[config.mk]
export PLATFORM = sky130hd
export DESIGN_NAME = control_unit
export DESIGN_NICKNAME = d
export VERILOG_FILES = /design/src/rtl/control_unit.sv
export SDC_FILE = /design/constraint.sdc
export NUM_CORES = 1
export LEC_CHECK = 0
export ABC_AREA = 1
export CORE_MARGIN = 5
export CORE_UTILIZATION = 35
export CTS_CLUSTER_SIZE = 20
export DETAILED_ROUTE_END_ITERATION = 7
export GPL_TIMING_DRIVEN = 0
export PLACE_DENSITY = 0.88
export RECOVER_POWER = 100
export SLEW_MARGIN = 10
export SYNTH_ARGS = -nofsm -noshare
export SYNTH_HDL_FRONTEND = slang
export SYNTH_SLANG_ARGS = --single-unit
[constraint.sdc]
create_clock -name Clock -period 1.75 [get_ports Clock]
set_input_delay 0.35 -clock Clock [delete_from_list [all_inputs] [get_ports Clock]]
set_output_delay 0.35 -clock Clock [all_outputs]
set_load 0.03 [all_outputs]
[src/rtl/control_unit.sv]
// Hardwired control sequencer for a simple load/store CPU.
// Fetch occupies T0..T2; the opcode captured at the end of T2 selects the
// execute sequence in T3..T7. Strobes are decoded from the registered state
// and the latched opcode. In T6 of a branch, CON_FF also gates the PC update.
module control_unit (
    input  logic        Clock,
    input  logic        Clear,
    input  logic [31:0] IR,
    input  logic        CON_FF,
    output logic        PCout, Zhiout, Zlowout, MDRout, HIout, LOout, InPortout, Cout, BAout,
    output logic        MARin, Zin, PCin, MDRin, IRin, Yin, HIin, LOin, OutPortin, CONIn, Rin,
    output logic        Gra, Grb, Grc, Rout, IncPC, Read, Write,
    output logic        ADD, SUB, AND, OR,
    output logic        Run
);

    typedef enum logic [3:0] {
        S_RST, S_T0, S_T1, S_T2, S_T3, S_T4, S_T5, S_T6, S_T7, S_HALT
    } state_e;

    typedef enum logic [3:0] {
        C_RTYPE, C_IMM, C_LDI, C_LD, C_ST, C_BR, C_IN, C_OUT, C_HALT, C_NOP
    } class_e;

    typedef enum logic [1:0] {ALU_ADD, ALU_SUB, ALU_AND, ALU_OR} alu_e;

    localparam logic [4:0] OP_LD   = 5'b00000, OP_LDI  = 5'b00001, OP_ST   = 5'b00010;
    localparam logic [4:0] OP_ADD  = 5'b00011, OP_SUB  = 5'b00100, OP_AND  = 5'b00101;
    localparam logic [4:0] OP_OR   = 5'b00110, OP_ADDI = 5'b01100, OP_ANDI = 5'b01101;
    localparam logic [4:0] OP_ORI  = 5'b01110, OP_BR   = 5'b10010, OP_IN   = 5'b10110;
    localparam logic [4:0] OP_OUT  = 5'b10111, OP_NOP  = 5'b11010, OP_HALT = 5'b11011;

    state_e     state, state_next;
    logic [4:0] op_q;
    class_e     cls;
    alu_e       alu;
    logic       alu_en;

    // Only the opcode field of IR steers the sequencer.
    logic unused_ir_low;
    assign unused_ir_low = ^IR[26:0];

    // State register; Clear forces RST at once, so every strobe drops without waiting for a clock.
    always_ff @(posedge Clock or posedge Clear) begin
        // NOTE: registers use <= so every flop samples pre-edge values; = here would create ordering races.
        if (Clear) state <= S_RST;
        else       state <= state_next;
    end

    // Opcode latch: captured on the T2->T3 edge, held through the execute phase.
    always_ff @(posedge Clock or posedge Clear) begin
        if (Clear)             op_q <= OP_NOP;
        else if (state == S_T2) op_q <= IR[31:27];
    end

    // Classify the latched opcode into an execute sequence and an ALU function.
    always_comb begin
        // NOTE: defaults first so every path assigns every variable; a missed branch would infer a latch.
        cls = C_NOP;
        alu = ALU_ADD;
        case (op_q)
            OP_ADD:  begin cls = C_RTYPE; alu = ALU_ADD; end
            OP_SUB:  begin cls = C_RTYPE; alu = ALU_SUB; end
            OP_AND:  begin cls = C_RTYPE; alu = ALU_AND; end
            OP_OR:   begin cls = C_RTYPE; alu = ALU_OR;  end
            OP_ADDI: begin cls = C_IMM;   alu = ALU_ADD; end
            OP_ANDI: begin cls = C_IMM;   alu = ALU_AND; end
            OP_ORI:  begin cls = C_IMM;   alu = ALU_OR;  end
            OP_LDI:  cls = C_LDI;
            OP_LD:   cls = C_LD;
            OP_ST:   cls = C_ST;
            OP_BR:   cls = C_BR;
            OP_IN:   cls = C_IN;
            OP_OUT:  cls = C_OUT;
            OP_HALT: cls = C_HALT;
            default: cls = C_NOP;
        endcase
    end

    // Next-state sequencing: the instruction class decides where execution ends.
    always_comb begin
        state_next = S_RST;
        case (state)
            S_RST:  state_next = S_T0;
            S_T0:   state_next = S_T1;
            S_T1:   state_next = S_T2;
            S_T2:   state_next = S_T3;
            S_T3:   case (cls)
                        C_IN, C_OUT, C_NOP: state_next = S_T0;
                        C_HALT:             state_next = S_HALT;
                        default:            state_next = S_T4;
                    endcase
            S_T4:   state_next = S_T5;
            S_T5:   state_next = (cls == C_LD || cls == C_ST || cls == C_BR) ? S_T6 : S_T0;
            S_T6:   state_next = (cls == C_BR) ? S_T0 : S_T7;
            S_T7:   state_next = S_T0;
            S_HALT: state_next = S_HALT;
            default: state_next = S_RST;
        endcase
    end

    // Strobe decode from state and instruction class.
    always_comb begin
        PCout = 1'b0; Zhiout = 1'b0; Zlowout = 1'b0; MDRout = 1'b0; HIout = 1'b0;
        LOout = 1'b0; InPortout = 1'b0; Cout = 1'b0; BAout = 1'b0;
        MARin = 1'b0; Zin = 1'b0; PCin = 1'b0; MDRin = 1'b0; IRin = 1'b0; Yin = 1'b0;
        HIin = 1'b0; LOin = 1'b0; OutPortin = 1'b0; CONIn = 1'b0; Rin = 1'b0;
        Gra = 1'b0; Grb = 1'b0; Grc = 1'b0; Rout = 1'b0; IncPC = 1'b0; Read = 1'b0; Write = 1'b0;
        ADD = 1'b0; SUB = 1'b0; AND = 1'b0; OR = 1'b0;
        alu_en = 1'b0;
        Run = (state != S_RST) && (state != S_HALT);
        case (state)
            S_T0: begin PCout = 1'b1; MARin = 1'b1; IncPC = 1'b1; end
            S_T1: begin Read = 1'b1; MDRin = 1'b1; end
            S_T2: begin MDRout = 1'b1; IRin = 1'b1; end
            S_T3: case (cls)
                      C_RTYPE, C_IMM:   begin Grb = 1'b1; Rout = 1'b1; Yin = 1'b1; end
                      C_LDI, C_LD, C_ST: begin Grb = 1'b1; BAout = 1'b1; Yin = 1'b1; end
                      C_BR:  begin Gra = 1'b1; Rout = 1'b1; CONIn = 1'b1; end
                      C_IN:  begin InPortout = 1'b1; Gra = 1'b1; Rin = 1'b1; end
                      C_OUT: begin Gra = 1'b1; Rout = 1'b1; OutPortin = 1'b1; end
                      default: ;
                  endcase
            S_T4: case (cls)
                      C_RTYPE: begin Grc = 1'b1; Rout = 1'b1; Zin = 1'b1; alu_en = 1'b1; end
                      C_IMM:   begin Cout = 1'b1; Zin = 1'b1; alu_en = 1'b1; end
                      C_LDI, C_LD, C_ST: begin Cout = 1'b1; ADD = 1'b1; Zin = 1'b1; end
                      C_BR:    begin PCout = 1'b1; Yin = 1'b1; end
                      default: ;
                  endcase
            S_T5: case (cls)
                      C_RTYPE, C_IMM, C_LDI: begin Zlowout = 1'b1; Gra = 1'b1; Rin = 1'b1; end
                      C_LD, C_ST: begin Zlowout = 1'b1; MARin = 1'b1; end
                      C_BR:       begin Cout = 1'b1; ADD = 1'b1; Zin = 1'b1; end
                      default: ;
                  endcase
            S_T6: case (cls)
                      C_LD: begin Read = 1'b1; MDRin = 1'b1; end
                      C_ST: begin Gra = 1'b1; Rout = 1'b1; MDRin = 1'b1; end
                      C_BR: begin Zlowout = CON_FF; PCin = CON_FF; end
                      default: ;
                  endcase
            S_T7: case (cls)
                      C_LD: begin MDRout = 1'b1; Gra = 1'b1; Rin = 1'b1; end
                      C_ST: Write = 1'b1;
                      default: ;
                  endcase
            default: ;
        endcase
        if (alu_en) begin
            case (alu)
                ALU_ADD: ADD = 1'b1;
                ALU_SUB: SUB = 1'b1;
                ALU_AND: AND = 1'b1;
                ALU_OR:  OR  = 1'b1;
                default: ;
            endcase
        end
    end

endmodule

==> impl_metrics.py <==
metrics = {
    "finish": {
        "drive_above_1_share_pct": 57.3,
        "antenna-diode-count": 0,
        "finalNetCount": 268,
        "final_cells": 263,
        "utilization_pct": 68.0,
        "areaGrowthSynthToFinish_pct": 84.8,
    },
    "power_and_ir_drop": {
        "power_density_nw_per_um2": 1760,
        "total_power_mw": 3.30,
        "ir_drop_v": 0.00133,
        "p_leak_nw": 0.947,
    },
    "timing": {
        "finalHoldViolCount": 0,
        "post-route-worst-setup-slack_ns": -0.569,
        "report.final.slew_viol_count": 0,
        "fin_skew_ns": 0.00138,
        "hold_ws_ns": 0.476,
        "setup_viol": 25,
        "clock.fmax_ghz": 0.431,
        "min_period_ns": 2.32,
        "rsz0062_at_grt": "yes",
        "fin_crit_sh_pct": 133,
    },
    "outcome": {
        "violations": "negative setup slack",
        "status": "finished with violations",
    },
    "yosys": {
        "synth_cell_type_count": 26,
        "yosysTopAreaCellShare_pct": 14.8,
        "yosys.area.top_type": "dfrtp_1",
        "synth_edf_count": 0,
        "synth.area.top_cells": "dfrtp_1, nand2_1, nor2_1, nand3_1, inv_1",
        "netlist_area_um2": 1010,
        "avgSynthCellArea_um2": 6.04,
        "ys_ff_latch": 9,
        "synth_common_cells": "nand2_1, nor2_1, inv_1",
        "async_reset_ff_share_pct": 100,
        "ys_seq_area_share_pct": 22.6,
        "yosysMostFrequentCell": "nand2_1",
        "yosys_warnings": 0,
        "syn_inst": 168,
        "synth_ff_type": "dfrtp_1",
    },
    "die": {
        "start_util_pct": 36.8,
        "fp.coreArea_um2": 2760,
        "die_area_um2": 4080,
        "io_pins": 67,
        "fp.dieH_um": 63.8,
        "fp-row-count": 19,
        "die_w_um": 63.8,
    },
    "global_route": {
        "track_usage_pct": 17.7,
        "grt_use_met3_pct": 4.20,
        "grt_pass1_vias": 1321,
        "grt_max_degree": 11,
        "busiest_layer": "met2",
        "use_met1_pct": 20.1,
        "antenna_found_initial": 0,
        "grt_pass1_wl_um": 6010,
        "global_route.usage.met2_pct": 31.7,
        "overflow": 0,
    },
    "drt": {
        "drt_first_pass_iters": 4,
        "ant_nets": 0,
        "drc": 0,
        "routedWlPerCell_um": 15.5,
        "drt_iter0_drc": 107,
        "routed_wirelength_um": 4070,
        "routed_via_density": 5.30,
        "vias": 1394,
    },
    "setup_path": {
        "worstPathArrival_ns": 1.97,
        "timing.rr.end": "state[0]$_DFF_PP0_",
        "critical_path_class": "reg2out",
        "critPathRequiredTime_ns": 1.40,
        "ff2ff_setup_slack_ns": 0.22,
        "cp-start-kind": "register",
        "rr_startpoint": "op_q[1]$_DFFE_PP1P_",
        "reg2reg_depth": 7,
        "critPathMaxFanout": 6,
        "crit_path_end_kind": "output port",
    },
    "clock_network": {
        "clock-sinks": 9,
        "clock_latency_ns": 0.26,
        "htree_levels": 1,
        "cts.root.buffer_cell": "clkbuf_4",
        "path_clk_slew_ns": 0.06,
        "tritoncts": "built",
        "clockBufferDepth": 2,
        "postCtsHoldBufs": 0,
        "numCtsBuffers": 3,
    },
    "worst_hold_path": {
        "hold_path_class": "in2async",
    },
    "place": {
        "numPlacedInstances": 237,
        "dp_slack_ns": -0.710,
        "port_buffers": 34,
        "gp_congestion": 0.923,
        "dp_hpwl_um": 2330,
    },
    "flow_run": {
        "maxCapViolCount": 0,
    },
}
## cell families after synthesis
group,Yosys count,synth area share (%)
flip-flops,9,22.6
AND/OR/NAND/NOR,107,52.7
buffers and inverters,33,14.3
AO/OA/AOI/OAI,18,10.1
other,1,0.370
## power by group
group,internal (mW),leakage [nW],switching [mW]
combinational,0.969,0.828,1.68
sequential,0.337,0.104,0.155
clock,0.0879,0.0150,0.0723
total,1.39,0.947,1.91
## what timing repair did
item                       in CTS  in global routing
buffers inserted               17                  5
setup endpoints to repair      27                 27
gates resized for setup       213                 28
pin swaps                      21                  7
cloned                          0                  0
## critical path, cell delays in order, from the launching register on
cell and delay, ns:
dfstp_2 0.61, nor2_1 0.10, nand3_1 0.11, nand2_2 0.07, nor2_4 0.20, nand2_2 0.12
o21ai_1 0.21, nand2_1 0.13, buf_6 0.16
## layer usage
| layer | part of all wire [%] | routed length (µm) |
|---|---|---|
| met4 | 5.3 | 216 |
| met1 | 35 | 1430 |
| met5 | 0 | 0 |
| met2 | 52 | 2110 |
| met3 | 7.7 | 312 |
## layout by cell type, fill, tap and decap left out, types with 2 or more instances in the layout
cell	synthesis	layout
a21oi_4	0	2
buf_2	1	2
buf_4	5	28
buf_6	0	23
clkbuf_1	0	2
clkbuf_4	0	3
clkdlybuf4s50_1	0	6
conb_1	1	5
dfrtp_1	6	4
dfrtp_2	0	2
dfstp_2	3	3
inv_1	22	14
inv_2	4	12
nand2_1	38	27
nand2_2	6	13
nand2_4	0	4
nand3_1	19	15
nand3_2	3	5
nand3_4	0	2
nor2_1	26	13
nor2_2	4	7
nor2_4	6	16
o21ai_0	9	6
o21ai_1	3	2
o21ai_2	1	3
o21ai_4	0	2
## flip-flops by register name, indices dropped and copies added (netlist names)
signal / flops
op_q: 5
state: 4
## how the worst max path moves through the flow
stage                        startpoint   end  slack [ns]  depth (start not counted)
floorplan           op_q[1]$_DFFE_PP1P_  Rout       -0.17                          8
global placement    op_q[1]$_DFFE_PP1P_   Gra       -0.69                          9
detailed placement  op_q[4]$_DFFE_PP1P_   Yin       -0.71                          8
CTS                 op_q[1]$_DFFE_PP1P_    OR       -0.45                          9
global route        op_q[1]$_DFFE_PP1P_  Rout       -0.64                          8
finish              op_q[1]$_DFFE_PP1P_  Rout       -0.57                          8
## metrics by stage
step	area, µm²	TNS (ns)
floorplan	1100	-0.493
finish	1880	-9.36
global route	1880	-11.05
CTS	1780	-8.40
global placement	1480	-14.27
detailed placement	1480	-14.73
## final cells by class
class	instances	area (µm²)
Fill cell	220	882
Multi-Input combinational cell	130	903
Clock buffer	4	26.3
Timing Repair Buffer	56	532
Buffer	6	41.3
Tap cell	31	38.8
Inverter	27	103
Sequential cell	9	231
Note: power is estimated with default switching activity, not from simulation.
